**src/rtl/i2c_slave_responder.sv**
```systemverilog
// I2C target with a small byte register file: write, pointer-set and sequential read.
// Define I2C_SLAVE_GLITCH_FILTER_EN to add a 3-sample majority filter on SCL/SDA.
module i2c_slave_responder #(
  parameter logic [6:0] pSlaveAdrs  = 7'h50,
  parameter int         pRegNum     = 16,
  parameter int         pRegAdrsBit = 4
) (
  input  logic                   iSysClk,
  input  logic                   iSysRst,
  input  logic                   iI2CScl,
  input  logic                   iI2CSda,
  output logic                   oI2CSdaOe,
  input  logic [pRegAdrsBit-1:0] iSysRegAdrs,
  input  logic [7:0]             iSysRegWd,
  input  logic                   iSysRegWe,
  output logic [7:0]             oSysRegRd,
  output logic                   oWrVd,
  output logic [pRegAdrsBit-1:0] oWrAdrs,
  output logic                   oBusy
);

  typedef enum logic [3:0] {
    stIdle, stAddr, stAckAddr, stPtr, stAckPtr, stWrData, stAckWr, stRdData, stRdAck, stIgnore
  } stateT;

  function automatic logic maj3(input logic a, input logic b, input logic c);
    return (a & b) | (a & c) | (b & c);
  endfunction

  function automatic logic [pRegAdrsBit-1:0] nextPtr(input logic [pRegAdrsBit-1:0] p);
    if (int'(p) == pRegNum - 1) return '0;
    return p + 1'b1;
  endfunction

  logic sclS1, sclS2, sdaS1, sdaS2;
  logic sclC, sdaC, sclPrev, sdaPrev;

  // Synchronisers idle high so a released bus produces no edge out of reset
  always_ff @(posedge iSysClk or negedge iSysRst) begin
    if (!iSysRst) begin
      {sclS1, sclS2, sdaS1, sdaS2} <= '1;
      sclPrev <= 1'b1;
      sdaPrev <= 1'b1;
    end else begin
      sclS1   <= iI2CScl;
      sclS2   <= sclS1;
      sdaS1   <= iI2CSda;
      sdaS2   <= sdaS1;
      sclPrev <= sclC;
      sdaPrev <= sdaC;
    end
  end

`ifdef I2C_SLAVE_GLITCH_FILTER_EN
  logic [1:0] sclHist, sdaHist;
  logic       sclMaj, sdaMaj;

  always_ff @(posedge iSysClk or negedge iSysRst) begin
    if (!iSysRst) begin
      sclHist <= '1;
      sdaHist <= '1;
      sclMaj  <= 1'b1;
      sdaMaj  <= 1'b1;
    end else begin
      sclHist <= {sclHist[0], sclS2};
      sdaHist <= {sdaHist[0], sdaS2};
      sclMaj  <= maj3(sclS2, sclHist[0], sclHist[1]);
      sdaMaj  <= maj3(sdaS2, sdaHist[0], sdaHist[1]);
    end
  end

  assign sclC = sclMaj;
  assign sdaC = sdaMaj;
`else
  assign sclC = sclS2;
  assign sdaC = sdaS2;
`endif

  logic sclRise, sclFall, startDet, stopDet;
  assign sclRise  = sclC & ~sclPrev;
  assign sclFall  = ~sclC & sclPrev;
  assign startDet = sclC & sclPrev & sdaPrev & ~sdaC;
  assign stopDet  = sclC & sclPrev & ~sdaPrev & sdaC;

  stateT                  state;
  logic [3:0]             bitCnt;
  logic [7:0]             shiftReg, txReg, rxByte;
  logic [pRegAdrsBit-1:0] ptr;
  logic [7:0]             regFile [pRegNum];

  assign rxByte    = {shiftReg[6:0], sdaC};
  assign oSysRegRd = regFile[iSysRegAdrs];

  always_ff @(posedge iSysClk or negedge iSysRst) begin
    if (!iSysRst) begin
      state     <= stIdle;
      bitCnt    <= '0;
      shiftReg  <= '0;
      txReg     <= '0;
      ptr       <= '0;
      oI2CSdaOe <= 1'b0;
      oWrVd     <= 1'b0;
      oWrAdrs   <= '0;
      oBusy     <= 1'b0;
      for (int i = 0; i < pRegNum; i++) regFile[i] <= '0;
    end else begin
      oWrVd <= 1'b0;
      // System write first so a same-index bus write below overrides it
      if (iSysRegWe) regFile[iSysRegAdrs] <= iSysRegWd;
      if (stopDet) begin
        state     <= stIdle;
        oI2CSdaOe <= 1'b0;
        oBusy     <= 1'b0;
      end else if (startDet) begin
        state     <= stAddr;
        bitCnt    <= '0;
        oI2CSdaOe <= 1'b0;
        oBusy     <= 1'b1;
      end else begin
        case (state)
          stAddr, stPtr, stWrData: begin
            if (sclRise && bitCnt != 4'd8) begin
              shiftReg <= rxByte;
              bitCnt   <= bitCnt + 4'd1;
              if (bitCnt == 4'd7 && state == stPtr) ptr <= rxByte[pRegAdrsBit-1:0];
              if (bitCnt == 4'd7 && state == stWrData) begin
                regFile[ptr] <= rxByte;
                oWrVd        <= 1'b1;
                oWrAdrs      <= ptr;
                ptr          <= nextPtr(ptr);
              end
            end else if (sclFall && bitCnt == 4'd8) begin
              bitCnt <= '0;
              if (state == stAddr && shiftReg[7:1] != pSlaveAdrs) begin
                state <= stIgnore;
              end else begin
                oI2CSdaOe <= 1'b1;
                state     <= (state == stAddr) ? stAckAddr :
                             (state == stPtr)  ? stAckPtr  : stAckWr;
              end
            end
          end
          stAckAddr: begin
            if (sclFall) begin
              if (shiftReg[0]) begin
                txReg     <= regFile[ptr];
                oI2CSdaOe <= ~regFile[ptr][7];
                state     <= stRdData;
              end else begin
                oI2CSdaOe <= 1'b0;
                state     <= stPtr;
              end
            end
          end
          stAckPtr, stAckWr: begin
            if (sclFall) begin
              oI2CSdaOe <= 1'b0;
              state     <= stWrData;
            end
          end
          stRdData: begin
            if (sclRise) begin
              bitCnt <= bitCnt + 4'd1;
            end else if (sclFall) begin
              if (bitCnt == 4'd8) begin
                bitCnt    <= '0;
                oI2CSdaOe <= 1'b0;
                state     <= stRdAck;
              end else begin
                txReg     <= {txReg[6:0], 1'b0};
                oI2CSdaOe <= ~txReg[6];
              end
            end
          end
          stRdAck: begin
            // bitCnt marks that the master ACKed and the next byte is due
            if (sclRise) begin
              if (sdaC) begin
                state <= stIgnore;
              end else begin
                ptr    <= nextPtr(ptr);
                bitCnt <= 4'd1;
              end
            end else if (sclFall && bitCnt == 4'd1) begin
              bitCnt    <= '0;
              txReg     <= regFile[ptr];
              oI2CSdaOe <= ~regFile[ptr][7];
              state     <= stRdData;
            end
          end
          default: oI2CSdaOe <= 1'b0;
        endcase
      end
    end
  end

endmodule

```
**config.mk**
```make
export PLATFORM = sky130hd
export DESIGN_NAME = i2c_slave_responder
export DESIGN_NICKNAME = d
export VERILOG_FILES = /design/src/rtl/i2c_slave_responder.sv
export SDC_FILE = /design/constraint.sdc
export NUM_CORES = 1
export LEC_CHECK = 0
export CORE_UTILIZATION = 40
export DETAILED_ROUTE_END_ITERATION = 10
export GPL_TIMING_DRIVEN = 0
export PLACE_DENSITY_LB_ADDON = 0.15
export SLEW_MARGIN = 20
export SYNTH_ARGS = -nofsm -noshare
export SYNTH_HDL_FRONTEND = slang
export SYNTH_SLANG_ARGS = --single-unit
```
**constraint.sdc**
```tcl
create_clock -name iSysClk -period 2.6 [get_ports iSysClk]
set_input_delay 0.26 -clock iSysClk [delete_from_list [all_inputs] [get_ports iSysClk]]
set_output_delay 0.26 -clock iSysClk [all_outputs]
set_load 0.05 [all_outputs]
```
Word level (Yosys, flattened, before mapping)
Index checks and enable logic that the tools add are counted.
Widths: inputs -> output; s select.

word-level totals
  flip-flop bits (word level) = 168
  bits of input ports = 17
  word-level logic and storage cells = 212

cells by class
  add/sub/neg operators = 2
  order comparisons = 4
  equal/unequal tests = 42
  multiplexer cells = 94
  bitwise gates (word level) = 17
  reduce and logical (&&, ||, !) cells = 22

operators by type and width
  operator             count
  $mux 128             6
  $bwmux 128           2
  $mux 4               30
  $bmux 8 s4           2
  $demux 8 s4          2
  $ne 4x4->1 const B   16
  $mux 7               7
  $mux 8               6
  $mux 1               31
  $pmux 7 s3           1
  $eq 4x3->1 const B   5
  $ne 2x2->1 const B   10
  $pmux 4 s5           1
  $reduce_and 10->1    2
  $reduce_and 7->1     2
  $eq 4x1->1 const B   3
  $pmux 4 s3           1
  $ge 5x5->1 const B   2
  $lt 5x1->1 const B   2
  $ne 5x5->1 const B   2
  $not 4->5            2
  $reduce_and 9->1     1
  $add 4x1->4 const B  2
  $eq 4x2->1 const B   2
  18 further kinds     41

Longest topological paths before layout
  depth in word-level cells = 13
  mapped depth = 11

Worst setup path after synthesis
No wires, ideal clock.

  path kind = input port to output port
  from = input port iSysRegAdrs[0]
  to = output port oSysRegRd[0]
  data arrival time = 2216 ps
  setup slack = 124 ps
  stages = 4
  path buffers = 2
  path through = clkbuf_1 > buf_1 > mux4_2 > mux4_2

on the way
  longest elaborated chain between the ends = 4

ends and longest elaborated chain
  item                                        line  source
  from (decl)                                 13    input logic [pRegAdrsBit-1:0] iSysRegAdrs,
  $not 4->5 (implied by the code)             92    assign oSysRegRd = regFile[iSysRegAdrs];
  $bmux 8 s4                                  92
  $mux 8 (implied by the code) (2 in series)  92
  to (decl)                                   16    output logic [7:0] oSysRegRd,

Every way passes these cells. The select of a mux whose other input is x is not followed.

Worst setup path in the final report
  from = input port iSysRegAdrs[3]
  to = output port oSysRegRd[1]

Same word-level chain as after synthesis.

==> results.sh <==
export IMPL_leakage_uw=0.00489
export IMPL_gp_congestion=0.906
export IMPL_multi_input_area_sq_um=5990
export IMPL_die_area_sq_um=27300
export IMPL_finalWorstSetupSlack_ns=-0.00661
export IMPL_required_ns=2.34
export IMPL_stdcell_area_sq_um=12500
export IMPL_htree_levels=4
export IMPL_endpoint_kind="output pin"
export IMPL_whs_ns=0.219
export IMPL_synth_top_family_by_area="multiplexers"
export IMPL_num_antenna_cells=0
export IMPL_ir_drop_v=0.000376
export IMPL_synthesis_area_sq_um=10700
export IMPL_grt_use_total=0.275
export IMPL_dp_hpwl_mm=24.6
export IMPL_overflow=0
export IMPL_cp_start_kind="primary input"
export IMPL_r2r_setup_slack_ns=0.08
export IMPL_drc=2
export IMPL_numCtsBuffers=17
export IMPL_violations="DRC, setup timing"
export IMPL_powerDensity_nw_per_um2=834
export IMPL_dr_pass1_iters=9
export IMPL_cts_tree="done"
export IMPL_register_area_sq_um=4210
export IMPL_worst_r2r_cell_count=12
export IMPL_synth_edff_count=0
export IMPL_routed_via_density=6.01
export IMPL_die_y_um=165
export IMPL_synth_simple_area_share=0.131
export IMPL_syn_nets=994
export IMPL_wire_per_inst_um=25.5
export IMPL_setup_viol=1
export IMPL_drive_gt1_frac=0.260
export IMPL_antenna_found_initial=1
export IMPL_io_pins=32
export IMPL_max_freq_mhz=384
export IMPL_wirelength_mm=35.8
export IMPL_grt_pass1_wl_mm=53.8
export IMPL_r2r_start="bitCnt[0]$_DFFE_PN0P_"
export IMPL_synthMuxAreaShare=0.310
export IMPL_grt_max_degree=90
export IMPL_swShare=0.384
export IMPL_nets=1081
export IMPL_ys_warn_count=0
export IMPL_cap_violations=0
export IMPL_power_frac_clock=0.253
export IMPL_skew_ns=0.0103
export IMPL_synth_cells=967
export IMPL_insertion_delay_ns=0.44
export IMPL_synth_compound_gate_area_share=0.101
export IMPL_fillers=2422
export IMPL_cts_root_buffer="clkbuf_16"
export IMPL_worstMarginPinSlew_ns=1.24
export IMPL_path_clk_slew_ns=0.07
export IMPL_synth_avg_cell_area_sq_um=11.0
export IMPL_ant_nets=0
export IMPL_std_cell_rows=59
export IMPL_final_core_util=0.478
export IMPL_die_x_um=165
export IMPL_port_buffers=29
export IMPL_endpoint="oSysRegRd[1]"
export IMPL_synth_adder_area_share=0.0117
export IMPL_finalNonFillerCells=1402
export IMPL_cp_startpoint="iSysRegAdrs[3]"
export IMPL_drv_slew=0
export IMPL_placed_cells=1332
export IMPL_synth_xor_xnor_area_share=0.00164
export IMPL_syn_to_final_growth_pct=17.2
export IMPL_pwr_share_seq=0.359
export IMPL_vias=8425
export IMPL_clock_path_buffers=2
export IMPL_synth_flop_cell="dfrtp_1"
export IMPL_cts_sinks=168
export IMPL_power_switching_uw=4000
export IMPL_ys_types=63
export IMPL_hold_path_class="in2reg"
export IMPL_ys_ff_latch=168
export IMPL_worstPathArrival_ns=2.35
export IMPL_core_sq_um=26100
export IMPL_layout_min_cycle_time_ns=2.61
export IMPL_place_area_sq_um=11400
export IMPL_ys_seq_area_frac=0.395
export IMPL_synthArstFlopShare=1.00
export IMPL_combPwrFrac=0.388
export IMPL_slew_headroom=0.169
export IMPL_power_total_uw=10400
export IMPL_finalCritPeriodShare=1.00
export IMPL_worstSetupPathType="in2out"
export IMPL_p_int_uw=6420
export IMPL_cp_max_fo=10
export IMPL_status="finished with violations"
export IMPL_grt_pass1_vias=8081
export IMPL_dr_first_iter_drc_count=795
export IMPL_hold_violations=0
export IMPL_timing_rr_end="regFile[125]$_DFF_PN0_"
export IMPL_start_util=0.408
sequential cells by signal (all words and copies together) (netlist names):
register / count
regFile: 128
state: 4
sclPrev: 1
sdaS1: 1
oI2CSdaOe: 1
oWrVd: 1
sclC: 1
txReg: 7
sdaPrev: 1
sclS1: 1
sdaC: 1
shiftReg: 8
oWrAdrs: 4
oBusy: 1
bitCnt: 4
ptr: 4
critical path, stage by stage:
cell             delay, ns
clkdlybuf4s50_1       0.54
clkbuf_1              0.60
mux4_2                0.40
dlygate4sd2_1         0.54
power groups by stage:
stage	sequential, uW	clock [uW]	combinational [uW]
after floorplan	3620	0	2690
after global placement	3740	0	3860
after detailed placement	3760	0	3890
after global routing	3810	2760	4330
final	3740	2630	4040
after CTS	3720	2660	3940
layer usage:
| layer | up-vias | routed length [um] | track usage |
|---|---|---|---|
| met5 | - | 13 | 0 |
| met4 | 2 | 1040 | 0.0972 |
| met3 | 67 | 2700 | 0.0472 |
| met2 | 370 | 15800 | 0.400 |
| met1 | 4253 | 16200 | 0.408 |
| li1 | 3733 | - | - |
cells by family (layout without fill, tap and decap cells):
| kind of cell | Yosys count | in the layout |
|---|---|---|
| AO/OA/AOI/OAI | 195 | 195 |
| flip-flops | 168 | 168 |
| AND/OR/NAND/NOR | 258 | 258 |
| multiplexers | 235 | 235 |
| XOR/XNOR | 2 | 2 |
| adder cells (fa/ha/maj) | 10 | 10 |
| buffers and inverters | 99 | 199 |
Yosys cell counts (all sizes together) (9+ instances only):
master | n | area share
nor3 | 21 | 0.024
mux2i | 144 | 0.14
nand2 | 159 | 0.056
ha | 10 | 0.012
inv | 16 | 0.0056
dfrtp | 162 | 0.38
mux2 | 17 | 0.018
mux4 | 74 | 0.16
nand3 | 9 | 0.0047
o21ai | 146 | 0.069
clkbuf | 27 | 0.0095
buf | 56 | 0.035
a21oi | 22 | 0.010
nor2 | 21 | 0.0074
final cells by class:
type	count	area share
multi-input cells	700	0.480
flip-flops and latches	168	0.337
repair buffers	68	0.0508
plain buffers	83	0.0466
clock buffers	19	0.0355
well taps	335	0.0336
clock inverters	13	0.0116
inverters	16	0.00481
layout by cell type, fill, tap and decap left out, types with 8 or more instances in the layout:
| master | instances |
|---|---|
| o21ai_0 | 122 |
| dfrtp_1 | 162 |
| nand3_1 | 8 |
| clkbuf_1 | 18 |
| nor2_1 | 16 |
| mux4_2 | 74 |
| a21oi_1 | 21 |
| buf_2 | 18 |
| buf_4 | 41 |
| mux2i_1 | 141 |
| buf_6 | 21 |
| clkbuf_16 | 18 |
| clkbuf_2 | 9 |
| nand2_1 | 159 |
| nor3_4 | 13 |
| mux2_2 | 16 |
| inv_1 | 16 |
| o21ai_1 | 22 |
| nor3_1 | 8 |
| clkdlybuf4s50_1 | 20 |
through the flow:
step                TNS (ns)  worst slack (ns)
global route         -0.0205          -0.00735
CTS                 -0.00884          -0.00884
detailed placement    -60.59             -1.04
floorplan                  0             0.124
global placement    -1148.96             -6.39
finish              -0.00661          -0.00661
worst min path at each step:
stage	cells after the start	slack (ns)	endpoint	start
floorplan	0	-0.04	bitCnt[0]$_DFFE_PN0P_	iSysRst
global placement	0	0.35	sdaC$_DFF_PN1_	sdaS1$_DFF_PN1_
detailed placement	1	0.31	regFile[93]$_DFF_PN0_	iSysRst
CTS	1	0.21	sdaS1$_DFF_PN1_	iI2CSda
global route	1	0.22	sdaS1$_DFF_PN1_	iI2CSda
finish	1	0.22	sdaS1$_DFF_PN1_	iI2CSda
timing repair:
action	in CTS	in global routing
gates resized for setup	57	45
setup buffers	18	16
hold buffers	1	0
endpoints found under the setup margin	153	141
gates cloned	0	3
endpoints found under the hold margin	73	0
pin swaps	15	8
No activity file was read; power rests on OpenSTA's default activity.
